**src/rtl/fifo_if.sv**
```systemverilog
// Handshake bundle between a FIFO and its producer/consumer.
// The master side drives strobes and write data; the slave side (the FIFO) returns data and status.
interface fifo_if #(
  parameter int WIDTH = 8
);
  logic             write;
  logic             read;
  logic [WIDTH-1:0] dataIn;
  logic [WIDTH-1:0] dataOut;
  logic             dataPresent;
  logic             halfFull;
  logic             full;

  modport master (
    output write, read, dataIn,
    input  dataOut, dataPresent, halfFull, full
  );

  modport slave (
    input  write, read, dataIn,
    output dataOut, dataPresent, halfFull, full
  );
endinterface

```
**src/rtl/fifo.sv**
```systemverilog
// Synchronous first-word fall-through FIFO, DEPTH = 2**LOG2_DEPTH words of WIDTH bits.
// Define FIFO_PROTECT_EN to ignore writes while full and reads while empty.
module fifo #(
  parameter int WIDTH      = 8,
  parameter int LOG2_DEPTH = 4
) (
  input logic   clk,
  input logic   rst,
  fifo_if.slave bus
);
  localparam int DEPTH = 1 << LOG2_DEPTH;
  localparam logic [LOG2_DEPTH:0] HALF_LEVEL = (LOG2_DEPTH + 1)'(DEPTH / 2);
  localparam logic [LOG2_DEPTH:0] FULL_LEVEL = (LOG2_DEPTH + 1)'(DEPTH);

  logic [WIDTH-1:0]      mem [DEPTH];
  logic [LOG2_DEPTH-1:0] wrPtr = '0;
  logic [LOG2_DEPTH-1:0] rdPtr = '0;
  logic [LOG2_DEPTH:0]   count = '0;

  logic empty;
  logic wrAccept;
  logic rdAccept;

  assign empty = (count == '0);

`ifdef FIFO_PROTECT_EN
  // A full FIFO still takes a write when a read frees a slot in the same cycle.
  assign rdAccept = bus.read && !empty;
  assign wrAccept = bus.write && (!bus.full || bus.read);
`else
  // Strobes are trusted, except that a read paired with a write on an empty FIFO is dropped.
  assign rdAccept = bus.read && !(bus.write && empty);
  assign wrAccept = bus.write;
`endif

  always_ff @(posedge clk) begin
    if (rst) begin
      wrPtr <= '0;
      rdPtr <= '0;
      count <= '0;
    end else begin
      if (wrAccept) wrPtr <= wrPtr + 1'b1;
      if (rdAccept) rdPtr <= rdPtr + 1'b1;
      case ({wrAccept, rdAccept})
        2'b10:   count <= count + 1'b1;
        2'b01:   count <= count - 1'b1;
        default: count <= count;
      endcase
    end
  end

  // Storage is never cleared; a reset only abandons its contents.
  always_ff @(posedge clk) begin
    if (!rst && wrAccept) mem[wrPtr] <= bus.dataIn;
  end

  assign bus.dataOut     = mem[rdPtr];
  assign bus.dataPresent = !empty;
  assign bus.halfFull    = (count >= HALF_LEVEL);
  assign bus.full        = (count == FULL_LEVEL);
endmodule

```
**src/flat_wrapper.sv**
```systemverilog
// flat-port wrapper written by rule: the top's interface ports become plain ports
module fifo_flat 
#(
  parameter int WIDTH      = 8,
  parameter int LOG2_DEPTH = 4
)
  (clk, rst, bus_write, bus_read, bus_dataIn, bus_dataOut, bus_dataPresent, bus_halfFull, bus_full);
  fifo_if #(.WIDTH(WIDTH)) bus_i ();
  input logic clk;
  input logic rst;
  input wire logic [$bits(bus_i.write)-1:0] bus_write;
  input wire logic [$bits(bus_i.read)-1:0] bus_read;
  input wire logic [$bits(bus_i.dataIn)-1:0] bus_dataIn;
  output wire logic [$bits(bus_i.dataOut)-1:0] bus_dataOut;
  output wire logic [$bits(bus_i.dataPresent)-1:0] bus_dataPresent;
  output wire logic [$bits(bus_i.halfFull)-1:0] bus_halfFull;
  output wire logic [$bits(bus_i.full)-1:0] bus_full;
  assign bus_i.write = bus_write;
  assign bus_i.read = bus_read;
  assign bus_i.dataIn = bus_dataIn;
  assign bus_dataOut = bus_i.dataOut;
  assign bus_dataPresent = bus_i.dataPresent;
  assign bus_halfFull = bus_i.halfFull;
  assign bus_full = bus_i.full;
  fifo #(.WIDTH(WIDTH), .LOG2_DEPTH(LOG2_DEPTH)) u_core (.clk(clk), .rst(rst), .bus(bus_i));
endmodule
```
**config.mk**
```make
export PLATFORM = sky130hd
export DESIGN_NAME = fifo_flat
export DESIGN_NICKNAME = d
export VERILOG_FILES = /design/src/rtl/fifo_if.sv /design/src/rtl/fifo.sv /design/src/flat_wrapper.sv
export SDC_FILE = /design/constraint.sdc
export NUM_CORES = 1
export LEC_CHECK = 0
export CAP_MARGIN = 10
export CORE_MARGIN = 2
export CORE_UTILIZATION = 60
export CTS_CLUSTER_SIZE = 40
export DETAILED_ROUTE_END_ITERATION = 10
export PLACE_DENSITY = 0.89
export REMOVE_ABC_BUFFERS = 1
export SYNTH_ARGS = -nofsm -noshare
export SYNTH_HDL_FRONTEND = slang
export SYNTH_SLANG_ARGS = --single-unit
```
**constraint.sdc**
```tcl
create_clock -name clk -period 2.8 [get_ports clk]
set_clock_uncertainty 0.1 [all_clocks]
set_input_delay 0.56 -clock clk [delete_from_list [all_inputs] [get_ports clk]]
set_output_delay 0.56 -clock clk [all_outputs]
set_load 0.02 [all_outputs]
```
==> results of run 1 <==
[state kept, by name, indices dropped and copies added (netlist names), named ones only]
name / count
u_core.mem: 128
u_core.wrPtr: 4
u_core.count: 5
u_core.rdPtr: 4
[logic make-up (layout without fill, tap and decap cells)]
| family | Yosys count | count (layout) |
|---|---|---|
| flip-flops | 145 | 145 |
| AND/OR/NAND/NOR | 63 | 63 |
| multiplexers | 36 | 36 |
| AO/OA/AOI/OAI | 28 | 28 |
| buffers and inverters | 17 | 83 |
| XOR/XNOR | 10 | 10 |
| adder cells (fa/ha/maj) | 9 | 9 |
[metrics by stage]
step	hold WS, ps	util [%]
2_1_floorplan	381	-
3_3_place_gp	400	67.7
3_5_place_dp	404	67.7
4_1_cts	429	76.0
5_1_grt	459	76.9
6_report	423	76.9
[synth_stat cells, drive strengths merged (2+ instances only)]
library cell	count	area, µm²
mux4	32	721
clkbuf	2	7.51
nor2b	4	25.0
nor2	18	67.6
xnor2	2	17.5
nand2	11	41.3
a21oi	3	18.8
a21o	2	16.3
xor2	8	70.1
inv	4	15.0
a22oi	16	120
edfxtp	128	3840
ha	8	100
buf	11	62.6
dfxtp	17	340
and3	2	12.5
mux2i	4	40.0
o211ai	2	20.0
and2	17	106
[repair_timing]
action,CTS,global route
gates resized for setup,53,15
pin swaps,4,12
hold buffers,0,0
buffers inserted,3,3
cloned,3,1
setup endpoints to repair,9,9
[layout make-up]
| cell class | instances | area share (%) |
|---|---|---|
| Clock buffer | 18 | 5.83 |
| Tap cell | 129 | 2.25 |
| Multi-Input combinational cell | 146 | 22.5 |
| Clock inverter | 14 | 2.83 |
| Inverter | 4 | 0.209 |
| Timing Repair Buffer | 47 | 7.97 |
| Sequential cell | 145 | 58.4 |
[power by group]
part           internal, W  total, W  leakage [nW]  switching [W]
logic             0.000528  0.000998         0.859       0.000470
registers          0.00240   0.00247          1.29      0.0000648
clock network      0.00146   0.00238         0.301       0.000915
total              0.00440   0.00585          2.45        0.00145
[worst max-delay path by stage]
stage | from | to | slack [ps] | cells past startpoint
floorplan | flip-flop | bus_dataOut[0] | -290 | 3
global placement | bus_write | u_core.count[4] | 120 | 7
detailed placement | bus_write | u_core.count[4] | 5 | 6
CTS | flip-flop | bus_dataOut[0] | -70 | 7
global route | flip-flop | bus_dataOut[0] | -90 | 6
finish | flip-flop | bus_dataOut[0] | -50 | 6
[layer usage]
metal / share of wire (%) / vias up / track usage (%)
met5: 0 / - / 0
met4: 2.3 / 0 / 12.9
met3: 6.1 / 29 / 6.29
met2: 55 / 155 / 45.9
met1: 37 / 1593 / 31.1
li1: - / 1343 / -
[worst max-delay path: stages (launching register included)]
cell       delay [ps]
dfxtp_4           400
buf_4             140
clkbuf_16         150
mux4_2            500
a22oi_1           240
nand2_1           100
buf_6             140
==> reports/metrics.cfg, run 1 <==
[worst_setup_path]
endpoint_arrival_time_on_the_critical_path_ps = 2190
worstPathRequired_ps = 2140
critPathLaunchType = flip-flop
worst_setup_path_end_kind = primary output
rr_startpoint = u_core.count[0]
worst_reg2reg_path_endpoint = u_core.count[4]
depth_of_the_worst_register_to_register_path = 4
worst-path-max-fanout = 5
crit_type = flip-flop to primary output
internal_reg_to_reg_setup_slack_ps = 840

[logic_synthesis]
synth_ff_type = edfxtp_1
synth.avg_cell_area_um2 = 18.8
synth-simple-area-share_pct = 5.87
synth_enable_flop_cells = 128
muxShareOfSynthArea_pct = 13.1
largest_family_of_logic_cells_by_synthesized_area = multiplexers
sequential_share_of_the_synthesized_area_pct = 72.1
post_synth_xor_xnor_area_pct = 1.51
synth_seq_cells = 145
post_syn_area_um2 = 5800
syn-instance-count = 308
async_flop_share_pct = 0
synth.lib_cells_used.distinct = 42
synth_adder_area_share_pct = 2.07
synth-compound-area-share_pct = 3.86
ys.warnings.count = 0

[final_layout]
count_of_nets_after_finishing = 382
layout-drive-gt1-share_pct = 31.8
fill_cell_instance_count_of_the_final_layout = 468
final_cells = 503
diodes_inserted = 0
finalInstanceArea_um2 = 7170
multi_input_area_um2 = 1610
layout.cells.most_common = edfxtp_1
mostFrequentLayoutCells = edfxtp_1 (128), mux4_2 (32), nor2_1 (18)
register_area_um2 = 4190
area_delta_synth_final_pct = 23.6

[global_routing]
global_route.usage.total_pct = 26.4
grt_antenna_before_repair = 0
sum_of_overflow_across_all_layers_after_global_routing = 0
grt_pass1_vias = 3328
first_pass_grt_wire_length_um = 19100
grt_max_degree = 33

[placement]
globalplace.congestion = 0.733
placement.setup.worst_slack_ps = 5.43
estimated_wirelength_of_the_detail_placed_design_um = 7330
placement.cell_area_um2 = 6320
placed_instances = 463
port-buffer-count = 22

[die]
die_width_um = 102
floorplan.initialDensity_pct = 62.2
die-area_um2 = 10500
die_y_um = 102
core_area_um2 = 9330
pin_count = 23
num_rows = 35

[timing]
timing.slew.headroom_pct = 58.1
setup_tns_ps = -147
postLayoutSetupSlackWorst_ps = -47.9
min_period_over_period_pct = 102
max_freq_ghz = 0.351
period_minus_slack_ps = 2850
tightest_slew_ps = 626
hold_violations = 0
rsz0062_at_grt = true
timing.final.setup_violations = 7
final_max_slew_viol_count = 0

[status]
status = finished with violations
violations = negative setup slack

[drt]
post_drt_wl_per_cell_um = 25.3
routed_via_density = 6.20
postRouteAntennaNets = 0
totalWireLength_um = 12800
number_of_drc_violations_after_detailed_routing = 0
detailedRoute.firstPassIterationCount = 4
drt-initial-drc-count = 298
vias = 3120

[clock_network]
tritoncts.num_buffers = 17
ctsHtreeMaxLevel = 4
insertion_delay_ps = 530
cts_num_sinks = 145
clk_pin_slew_ps = 60
cts_root_buf = clkbuf_8
cts_tree = yes
clockBufferDepth = 2

[power]
p_per_area_nw_per_um2 = 815
vdd_ir_drop_max_mv = 0.543
power_leakage_nw = 2.45
total_power_w = 0.00585

[hold_path]
worstHoldPathCells = 2
timing.hold.worst.class = flip-flop to flip-flop
hp-start = u_core.rdPtr[3]

[job]
maxCapViolCount = 0

Power figures use the tool's default switching activity.
==> run 2: changes to the inputs <==
--- a/config.mk
+++ b/config.mk
@@ -5,6 +5,7 @@
 export SDC_FILE = /design/constraint.sdc
 export NUM_CORES = 1
 export LEC_CHECK = 0
+export ABC_AREA = 1
 export CAP_MARGIN = 10
 export CORE_MARGIN = 2
 export CORE_UTILIZATION = 60
@@ -15,3 +16,4 @@
 export SYNTH_ARGS = -nofsm -noshare
 export SYNTH_HDL_FRONTEND = slang
 export SYNTH_SLANG_ARGS = --single-unit
+export TNS_END_PERCENT = 10
==> run 2 against run 1 <==
Compared with the run above: the run still ends with negative setup slack left; count of clock-buffer cells in the layout rose by 5; worst hold slack got worse by 7.4 ps; critical path depth fell by 1; sequential power fell by 2%; total power fell by 10%; final cell count rose by 46%; global-route usage rose by 0.79 points; register-to-register slack improved by 150 ps; synthesized cell count rose by 77%; die area rose by 7.3%; highest routed layer unchanged.
==> reports/metrics.cfg, run 2 <==
[status]
status = finished with violations
violations = negative setup slack

[global_routing]
first_pass_grt_wire_length_um = 22600  ; +18%
grt_antenna_before_repair = 0  ; unchanged
sum_of_overflow_across_all_layers_after_global_routing = 0  ; unchanged
grt_pass1_vias = 4529  ; +36%
grt_max_degree = 65  ; +97%
global_route.usage.total_pct = 27.2  ; +0.79 points

[clock_network]
insertion_delay_ps = 530  ; about the same
clk_pin_slew_ps = 60  ; about the same
cts_num_sinks = 145  ; unchanged
cts_tree = yes
cts-hold-fix-buffers = 0  ; unchanged
cts_root_buf = clkbuf_8
tritoncts.num_buffers = 17  ; unchanged
clockBufferDepth = 2  ; unchanged
ctsHtreeMaxLevel = 4  ; unchanged

[worst_setup_path]
max_stage_delay_ps = 410  ; -90 ps
critPathLaunchType = flip-flop
crit_type = flip-flop to primary output
worst_setup_path_end_kind = primary output
rr_startpoint = u_core.wrPtr[0]
worstPathRequired_ps = 2140  ; about the same
timing.critical_path.cells = clkinvlp_4 -> nand3_2 -> nand3_1 -> nand2_1 -> dlygate4sd2_1
endpoint_arrival_time_on_the_critical_path_ps = 2140  ; -50 ps
worst-path-max-fanout = 16  ; +11
cpMaxStageDelayCell = dfxtp_1

[drt]
postRouteAntennaNets = 0  ; unchanged
drt-initial-drc-count = 557  ; +87%
post_drt_wl_per_cell_um = 19.3  ; -24%
detailedRoute.firstPassIterationCount = 6  ; +2
number_of_drc_violations_after_detailed_routing = 0  ; unchanged
totalWireLength_um = 14200  ; +12%
routed_via_density = 5.96  ; -3.9%
vias = 4389  ; +41%

[placement]
globalplace.congestion = 0.808  ; +10%
placement.cell_area_um2 = 6710  ; +6.2%
port-buffer-count = 22  ; unchanged
estimated_wirelength_of_the_detail_placed_design_um = 8700  ; +19%
placed_instances = 701  ; +51%

[logic_synthesis]
synth_enable_flop_cells = 128  ; unchanged
synth.top_cell.area_share_pct = 61.6  ; -4.7 points
synth.lib_cells_used.distinct = 32  ; -24%
sequential_share_of_the_synthesized_area_pct = 67.0  ; -5.1 points
synth_top_cells_by_area = edfxtp_1 (62%), dfxtp_1 (5.5%), nand3_1 (4.9%)
ys.warnings.count = 0  ; unchanged
synth.avg_cell_area_um2 = 11.5  ; -39%
synth.top_cells.by_count = edfxtp_1 (128), inv_1 (76), nand2_1 (74)
post_syn_area_um2 = 6240  ; +7.6%
synth_seq_cells = 145  ; unchanged
syn-instance-count = 545  ; +77%
async_flop_share_pct = 0  ; unchanged
netlist.top_cell.by_area = edfxtp_1
synth_ff_type = edfxtp_1
yosysMostFrequentCell = edfxtp_1

[hold_path]
timing.hold.worst.class = flip-flop to flip-flop
hp-start = u_core.rdPtr[3]

[power]
power_leakage_nw = 2.77  ; +13%
p_per_area_nw_per_um2 = 713  ; -12%
vdd_ir_drop_max_mv = 0.327  ; -40%

[final_layout]
finalInstanceArea_um2 = 7350  ; +2.5%
mostFrequentLayoutCells = edfxtp_1 (128), inv_1 (75), nand2_1 (74)
layout-drive-gt1-share_pct = 14.3  ; -17 points
fill_cell_instance_count_of_the_final_layout = 629  ; +34%
layout.cells.most_common = edfxtp_1
register_area_um2 = 4190  ; about the same
reg.largest.list = u_core.mem (128), u_core.count (5)
final_cells = 736  ; +46%
area_delta_synth_final_pct = 17.8
max_flop_register = u_core.mem
count_of_nets_after_finishing = 608  ; +59%
diodes_inserted = 0  ; unchanged
multi_input_area_um2 = 1620  ; +0.39%
largest_register_ff_count = 128  ; unchanged

[job]
maxCapViolCount = 0  ; unchanged

[timing]
timing.slew.headroom_pct = 56.6  ; -1.6 points
final_max_slew_viol_count = 0  ; unchanged
hold_violations = 0  ; unchanged
rsz0062_at_grt = true
tightest_slew_ps = 650  ; +23.6 ps
max_freq_ghz = 0.357  ; +1.6%
setup_tns_ps = -3.88  ; +143 ps
period_minus_slack_ps = 2800  ; -44.0 ps
postLayoutSetupSlackWorst_ps = -3.88  ; +44.0 ps
min_period_over_period_pct = 100  ; -1.6 points
timing.final.setup_violations = 1  ; -6

[die]
floorplan.initialDensity_pct = 61.0  ; -1.2 points
die_y_um = 106  ; +3.6%
core_area_um2 = 10200  ; +9.7%
die_width_um = 106  ; +3.6%
num_rows = 37  ; +5.7%
pin_count = 23  ; unchanged
die-area_um2 = 11200  ; +7.3%

[run 2: cell count changes in the layout (fill, tap and decap cells not counted), moves of 6 or more]
| cell | before | now |
|---|---|---|
| and2_1 | 17 | 0 |
| buf_4 | 12 | 23 |
| a21oi_1 | 2 | 47 |
| inv_1 | 4 | 75 |
| mux4_2 | 32 | 0 |
| nand2_1 | 10 | 74 |
| o211ai_1 | 1 | 22 |
| buf_12 | 9 | 3 |
| a22oi_2 | 14 | 0 |
| xor2_1 | 8 | 1 |
| o211ai_2 | 1 | 10 |
| nand3_1 | 1 | 60 |
| o21ai_0 | 0 | 32 |
[run 2: logic make-up (layout without fill, tap and decap cells)]
kind of cell / Yosys count / count (layout) / share of synthesized area (%)
AND/OR/NAND/NOR: 170 / 170 / 12.2
AO/OA/AOI/OAI: 114 / 114 / 11.3
XOR/XNOR: 3 / 3 / 0.421
buffers and inverters: 104 / 159 / 7.11
flip-flops: 145 / 145 / 67.0
adder cells (fa/ha/maj): 9 / 9 / 1.92
[run 2: metrics by stage]
step	utilization, %	hold slack (ps)	power (W)	setup WS (ps)
floorplan	-	372	0.00279	-859
global placement	65.6	393	0.00299	303
detailed placement	65.6	405	0.00302	209
CTS	71.9	414	0.00525	-15.2
global route	71.9	452	0.00542	-47.0
finish	71.9	415	0.00525	-3.88
[run 2: final timing paths]
path                                     endpoint  slack (ps)  cells after the start
worst min-delay path                    flip-flop         420                      2
worst max register to register  u_core.mem[11][0]         990                      4
worst max-delay path               bus_dataOut[0]          -4                      5
worst min register to register          flip-flop         420                      2
[run 2: layout make-up]
cell class	count	share of cell area, %
Multi-Input combinational cell	296	22.0
Sequential cell	145	57.0
Clock inverter	9	1.19
Timing Repair Buffer	50	6.43
Clock buffer	23	7.08
Tap cell	136	2.31
Inverter	77	3.98
[run 2: per-layer routing]
metal / vias to the layer above / part of all wire (%) / GRT usage (%)
li1: 1990 / - / -
met1: 2111 / 36 / 31.4
met2: 240 / 54 / 48.3
met3: 48 / 6.8 / 5.27
met4: 0 / 3.4 / 14.1
met5: - / 0 / 0
[run 2: critical path, delay by kind of cell, from the launching register on]
family | cells | cell delay, ps
buffers and inverters | 2 | 730
and+or+nand+nor | 3 | 480
DFF | 1 | 410
[run 2: power by group]
group	internal, W	total (W)	switching, W
Clock	0.00139	0.00225	0.000856
Sequential	0.00239	0.00242	0.0000347
Combinational	0.000211	0.000577	0.000366
[run 2: timing repair]
action / in CTS / in global routing
endpoints found under the setup margin: 8 / 8
gates cloned: 1 / 0
buffers inserted: 1 / 1
gates resized for setup: 14 / 6
pin swaps: 0 / 0
==> run 3: changes to the inputs <==
==> constraint.sdc (replaced) <==
create_clock -name clk -period 2.8 [get_ports clk]
set_clock_uncertainty 0.1 [all_clocks]
set_input_delay 0.84 -clock clk [delete_from_list [all_inputs] [get_ports clk]]
set_output_delay 0.84 -clock clk [all_outputs]
set_load 0.02 [all_outputs]
==> run 3 against run 2 <==
Compared with the run above: the run still ends with negative setup slack left; worst setup slack got worse by 170 ps; sequential power barely moved; sequential cell count did not move; critical path type unchanged; sequential share of layout area fell by 1.8 points; register-to-register slack improved by 210 ps.
==> reports/metrics.cfg, run 3 (synthesis results as in run 2) <==
[status]
status = finished with violations
violations = negative setup slack

[drt]
routed_via_density = 6.00  ; +0.64%
postRouteAntennaNets = 0  ; unchanged
vias = 4519  ; +3.0%
drt-initial-drc-count = 546  ; -2.0%
number_of_drc_violations_after_detailed_routing = 0  ; unchanged
totalWireLength_um = 15400  ; +8.4%
post_drt_wl_per_cell_um = 20.5  ; +6.0%
detailedRoute.firstPassIterationCount = 5  ; -1

[placement]
globalplace.congestion = 0.873  ; +8.0%
port-buffer-count = 22  ; unchanged
estimated_wirelength_of_the_detail_placed_design_um = 8660  ; -0.50%
placement.setup.worst_slack_ps = 24.1  ; -185 ps
placed_instances = 707  ; +0.86%

[clock_network]
clk_pin_slew_ps = 60  ; about the same
tritoncts.num_buffers = 17  ; unchanged
insertion_delay_ps = 540  ; about the same
clockBufferDepth = 2  ; unchanged
cts_num_sinks = 145  ; unchanged
cts_root_buf = clkbuf_8
ctsHtreeMaxLevel = 4  ; unchanged
cts_tree = yes

[worst_setup_path]
path_common_cell = buf_8
worst_setup_path_end_kind = primary output
max_stage_delay_ps = 370  ; -40 ps
depth_of_the_worst_register_to_register_path = 5  ; +1
worstPathRequired_ps = 1860  ; -280 ps
timing.critical_path.cells = buf_8 -> buf_8 -> buf_8 -> o211ai_1 -> nand3_1 -> nand3_2 -> nand2_2 -> buf_6
worst-path-max-fanout = 6  ; -10
rr_startpoint = u_core.wrPtr[1]
worst_reg2reg_path_endpoint = u_core.mem[5][1]
cpMaxStageDelayCell = dfxtp_4
internal_reg_to_reg_setup_slack_ps = 1200  ; +210 ps
crit_type = flip-flop to primary output
critPathLaunchType = flip-flop
endpoint_arrival_time_on_the_critical_path_ps = 2030  ; -110 ps

[hold_path]
worstHoldPathCells = 2  ; unchanged
hp-start = u_core.rdPtr[3]
timing.hold.worst.class = flip-flop to flip-flop
whs_endpoint = u_core.rdPtr[3]

[power]
power_leakage_nw = 2.89  ; +4.5%
vdd_ir_drop_max_mv = 0.440  ; +35%
p_per_area_nw_per_um2 = 680  ; -4.7%

[final_layout]
diodes_inserted = 0  ; unchanged
area_delta_synth_final_pct = 21.7
max_flop_register = u_core.mem
utilization_pct = 74.2  ; +2.4 points
mostFrequentLayoutCells = edfxtp_1 (128), inv_1 (75), nand2_1 (72)
layout-drive-gt1-share_pct = 19.9  ; +5.6 points
count_of_nets_after_finishing = 625  ; +2.8%
fill_cell_instance_count_of_the_final_layout = 598  ; -4.9%
multi_input_area_um2 = 1680  ; +3.9%
final_cells = 753  ; +2.3%
register_area_um2 = 4190  ; unchanged
largest_register_ff_count = 128  ; unchanged
layout.cells.most_common = edfxtp_1
reg.largest.list = u_core.mem (128), u_core.count (5)

[die]
die_y_um = 106  ; unchanged
num_rows = 37  ; unchanged
die-area_um2 = 11200  ; unchanged
core_area_um2 = 10200  ; unchanged
pin_count = 23  ; unchanged
die_width_um = 106  ; unchanged
floorplan.initialDensity_pct = 61.0  ; unchanged

[timing]
rsz0062_at_grt = true
final_max_slew_viol_count = 0  ; unchanged
timing.slew.headroom_pct = 56.2  ; -0.35 points
tightest_slew_ps = 655  ; +5.18 ps
period_minus_slack_ps = 2970  ; +170 ps
hold_violations = 0  ; unchanged
postLayoutSetupSlackWorst_ps = -174  ; -170 ps
max_freq_ghz = 0.336  ; -5.7%
timing.final.setup_violations = 8  ; +7
min_period_over_period_pct = 106  ; +6.1 points

[global_routing]
grt_max_degree = 29  ; -55%
first_pass_grt_wire_length_um = 23800  ; +5.2%
grt_antenna_before_repair = 0  ; unchanged
grt_pass1_vias = 4512  ; -0.38%
global_route.usage.total_pct = 29.0  ; +1.8 points
sum_of_overflow_across_all_layers_after_global_routing = 0  ; unchanged

[job]
maxCapViolCount = 0  ; unchanged

run 3: through the flow:
| step | hold WS [ps] | instance area, µm² | TNS (ps) | power (W) |
|---|---|---|---|---|
| 5_1_grt | 425 | 7600 | -1200 | 0.00532 |
| 3_3_place_gp | 391 | 6770 | 0 | 0.00300 |
| 2_1_floorplan | 372 | 6090 | -9090 | 0.00279 |
| 3_5_place_dp | 401 | 6770 | 0 | 0.00303 |
| 4_1_cts | 411 | 7540 | -227 | 0.00512 |
| 6_report | 407 | 7600 | -698 | 0.00517 |
run 3: how the worst max path moves through the flow:
stage	cells after the start	from	end
after global routing	8	flip-flop	bus_dataOut[1]
after CTS	9	flip-flop	bus_dataOut[1]
after global placement	6	flip-flop	bus_dataOut[5]
after floorplan	4	flip-flop	bus_dataOut[1]
after detailed placement	11	bus_write	u_core.count[4]
final	8	flip-flop	bus_dataOut[1]
run 3: critical path: cells and delay by family, from the launching register on:
family | cells | cell delay, ps
and+or+nand+nor | 3 | 360
buffers and inverters | 4 | 540
DFF | 1 | 370
AOI/OAI and AO/OA | 1 | 210
run 3: cell type report:
class | count | area share (%)
repair buffers | 67 | 9.57
clock inverters | 11 | 0.972
inverters | 77 | 3.85
clock buffers | 21 | 6.06
multi-input cells | 296 | 22.2
well taps | 136 | 2.24
flip-flops and latches | 145 | 55.1
run 3: metal layers:
| layer | vias to the layer above | wire length (µm) | global-route usage, % |
|---|---|---|---|
| met5 | - | 0 | 0 |
| met3 | 50 | 1440 | 6.38 |
| met2 | 283 | 7980 | 50.0 |
| met4 | 0 | 577 | 15.2 |
| li1 | 2031 | - | - |
| met1 | 2155 | 5450 | 34.1 |
run 3: report_power, final:
part           internal [W]  switching, W  leakage (nW)
sequential          0.00239     0.0000319          1.29
combinational      0.000300      0.000407          1.32
clock               0.00117      0.000873         0.274
total               0.00385       0.00131          2.89
run 3: repair_timing:
action,4_1_cts,5_1_grt
gates cloned,4,0
buffers inserted,9,1
pin swaps,16,5
endpoints found under the setup margin,9,8
hold buffers,0,0
gates resized for setup,70,13
hold endpoints to repair,0,0
==> patch: new RTL, settings of run 2 <==
Build with the macro `FIFO_PROTECT_EN` defined.
--- a/src/rtl/fifo.sv
+++ b/src/rtl/fifo.sv
@@ -2,2 +2,4 @@
 // Define FIFO_PROTECT_EN to ignore writes while full and reads while empty.
+`define FIFO_PROTECT_EN
+
 module fifo #(
Behaviour: not the same (Yosys sat finds a counterexample within 4 cycles, from zero or initial values and one cycle with rst high).
==> patch against run 2 <==
- the run still ends with negative setup slack left
- sequential cell count stayed put
- worst setup slack worse by 0.022 ns
- cell area is 3.6% lower
- wire length is 7.1% lower
- final cell count is 8.7% lower
- worst hold slack worse by 0.033 ns
- area after synthesis is 2.6% lower
Power is not compared: it rests on default switching activity, and its combinational part moved more than twofold at a synthesized area within 25%.
==> patch: results (changes against run 2) <==
## Global routing
• overall fraction of global-route tracks in use: 25.1%, -2.1 points
• vias in the first global route: 3910, -14%
• fraction of met3 tracks used by global routing: 5.86%, +0.59 points
• maximum number of pins on one net before global-route repair: 33, -49%
• global-route wire length before repair: 20900 um, -7.5%
• met1 track demand over resource in global routing: 32.7%, +1.3 points
• GRT met2 Usage: 41.7%, -6.7 points

## Route
• vias post-DR: 4007, -8.7%
• total routed wire length on the met1 layer: 5120 um, +1.1%
• Iteration-0 DRC Markers: 462, -17%
• Pre-antenna DRT Iters: 5, -1
• total met2 wirelength after detailed routing: 6720 um, -13%
• total detailed-routing wirelength: 13200 um, -7.1%
• ratio of routed vias to standard cells: 5.96, about the same
• amount of wire on met3 after detailed routing: 1120 um, +17%

## Setup path
• crit-path max FO: 9, -7
• arrival time worst endpoint: 2.17 ns, +0.03 ns
• setup slack, reg-to-reg: 0.63 ns, -0.36 ns
• Worst path max stage delay: 0.45 ns, +0.04 ns
• Slowest cell on crit path: sky130_fd_sc_hd__dfxtp_4

## Final layout
• filler instances: 611, -2.9%
• nets: 545, -10%
• share of layout cells above drive strength 1: 12.1%, -2.3 points
• Antenna Cells: 0, unchanged

## Placement
• routability congestion estimate from global placement: 0.892, +10%
• worst slack at placement: 0.112 ns, -0.0972 ns
• Post-Place Cell Area: 6580 um2, -2.0%
• sum of net half-perimeters after detailed placement: 8020 um, -7.9%
• cell count after placement: 636, -9.3%

## Synth
• average footprint of a synthesized cell: 12.8 um2, +12%
• ys flop type: sky130_fd_sc_hd__edfxtp_1
• top cells by area, synth: sky130_fd_sc_hd__edfxtp_1, sky130_fd_sc_hd__dfxtp_1, sky130_fd_sc_hd__mux2i_1, sky130_fd_sc_hd__o211ai_1, sky130_fd_sc_hd__a21oi_1
• commonest cells in the synthesized netlist: sky130_fd_sc_hd__edfxtp_1, sky130_fd_sc_hd__inv_1, sky130_fd_sc_hd__a21oi_1
• count of synthesis-stage warnings from yosys: 0, unchanged
• Seq/Total Area, Yosys: 68.8%, +1.8 points
• distinct cell type count of the synthesized netlist: 26, -19%

## Timing
• Fin Setup TNS: -0.0257 ns, -0.0218 ns
• WHS: 0.382 ns, -0.0335 ns
• Max transition margin: 55.6%, -0.96 points
• final setup fails: 1, unchanged
• setup slack after layout: -0.0257 ns, -0.0218 ns

## Status
• run status: complete, but fails checks
• violated checks: negative setup slack

## Power and ir drop
• Max IR drop VDD: 0.517 mV
• combinational logic power: 0.00159 W

## CTS
• maximum level of the CTS H-tree: 4, unchanged
• number of gates resized after cts: 10, -4
• root cell of the clock tree: sky130_fd_sc_hd__clkbuf_8
• post-CTS repair timing setup buffer count: 4, +3

## Min path
• type of the worst min-delay path: flop to flop

## patch: path summary, 6_finish.rpt
path	to	depth (start not counted)	start
worst min-delay path	u_core.rdPtr[3]$_SDFFE_PP0N_	2	u_core.rdPtr[3]$_SDFFE_PP0N_
worst max register to register	u_core.count[4]$_SDFFE_PP0P_	15	u_core.count[2]$_SDFFE_PP0P_
worst max-delay path	bus_dataOut[5]	6	flop
worst min register to register	u_core.rdPtr[3]$_SDFFE_PP0N_	2	u_core.rdPtr[3]$_SDFFE_PP0N_
## patch: area by class of cell
type                       instances  area (um2)  share of cell area [%]
sequential                       145        4190                    59.1
multi-input combinational        253        1530                    21.6
clock inverter                     3        15.0                   0.212
clock buffer                      29         469                    6.62
inverter                          54         203                    2.86
timing repair buffer              55         514                    7.26
tap                              133         166                    2.35
## patch: cells by family after synthesis
group           Yosys count  share of synthesized area, %
mux                      32                          5.27
xor+xnor                  6                         0.864
fa+ha+maj                 7                          1.44
simple gates             83                          5.84
compound gates          125                          11.8
buf+inv                  78                          6.03
flops                   145                          68.8
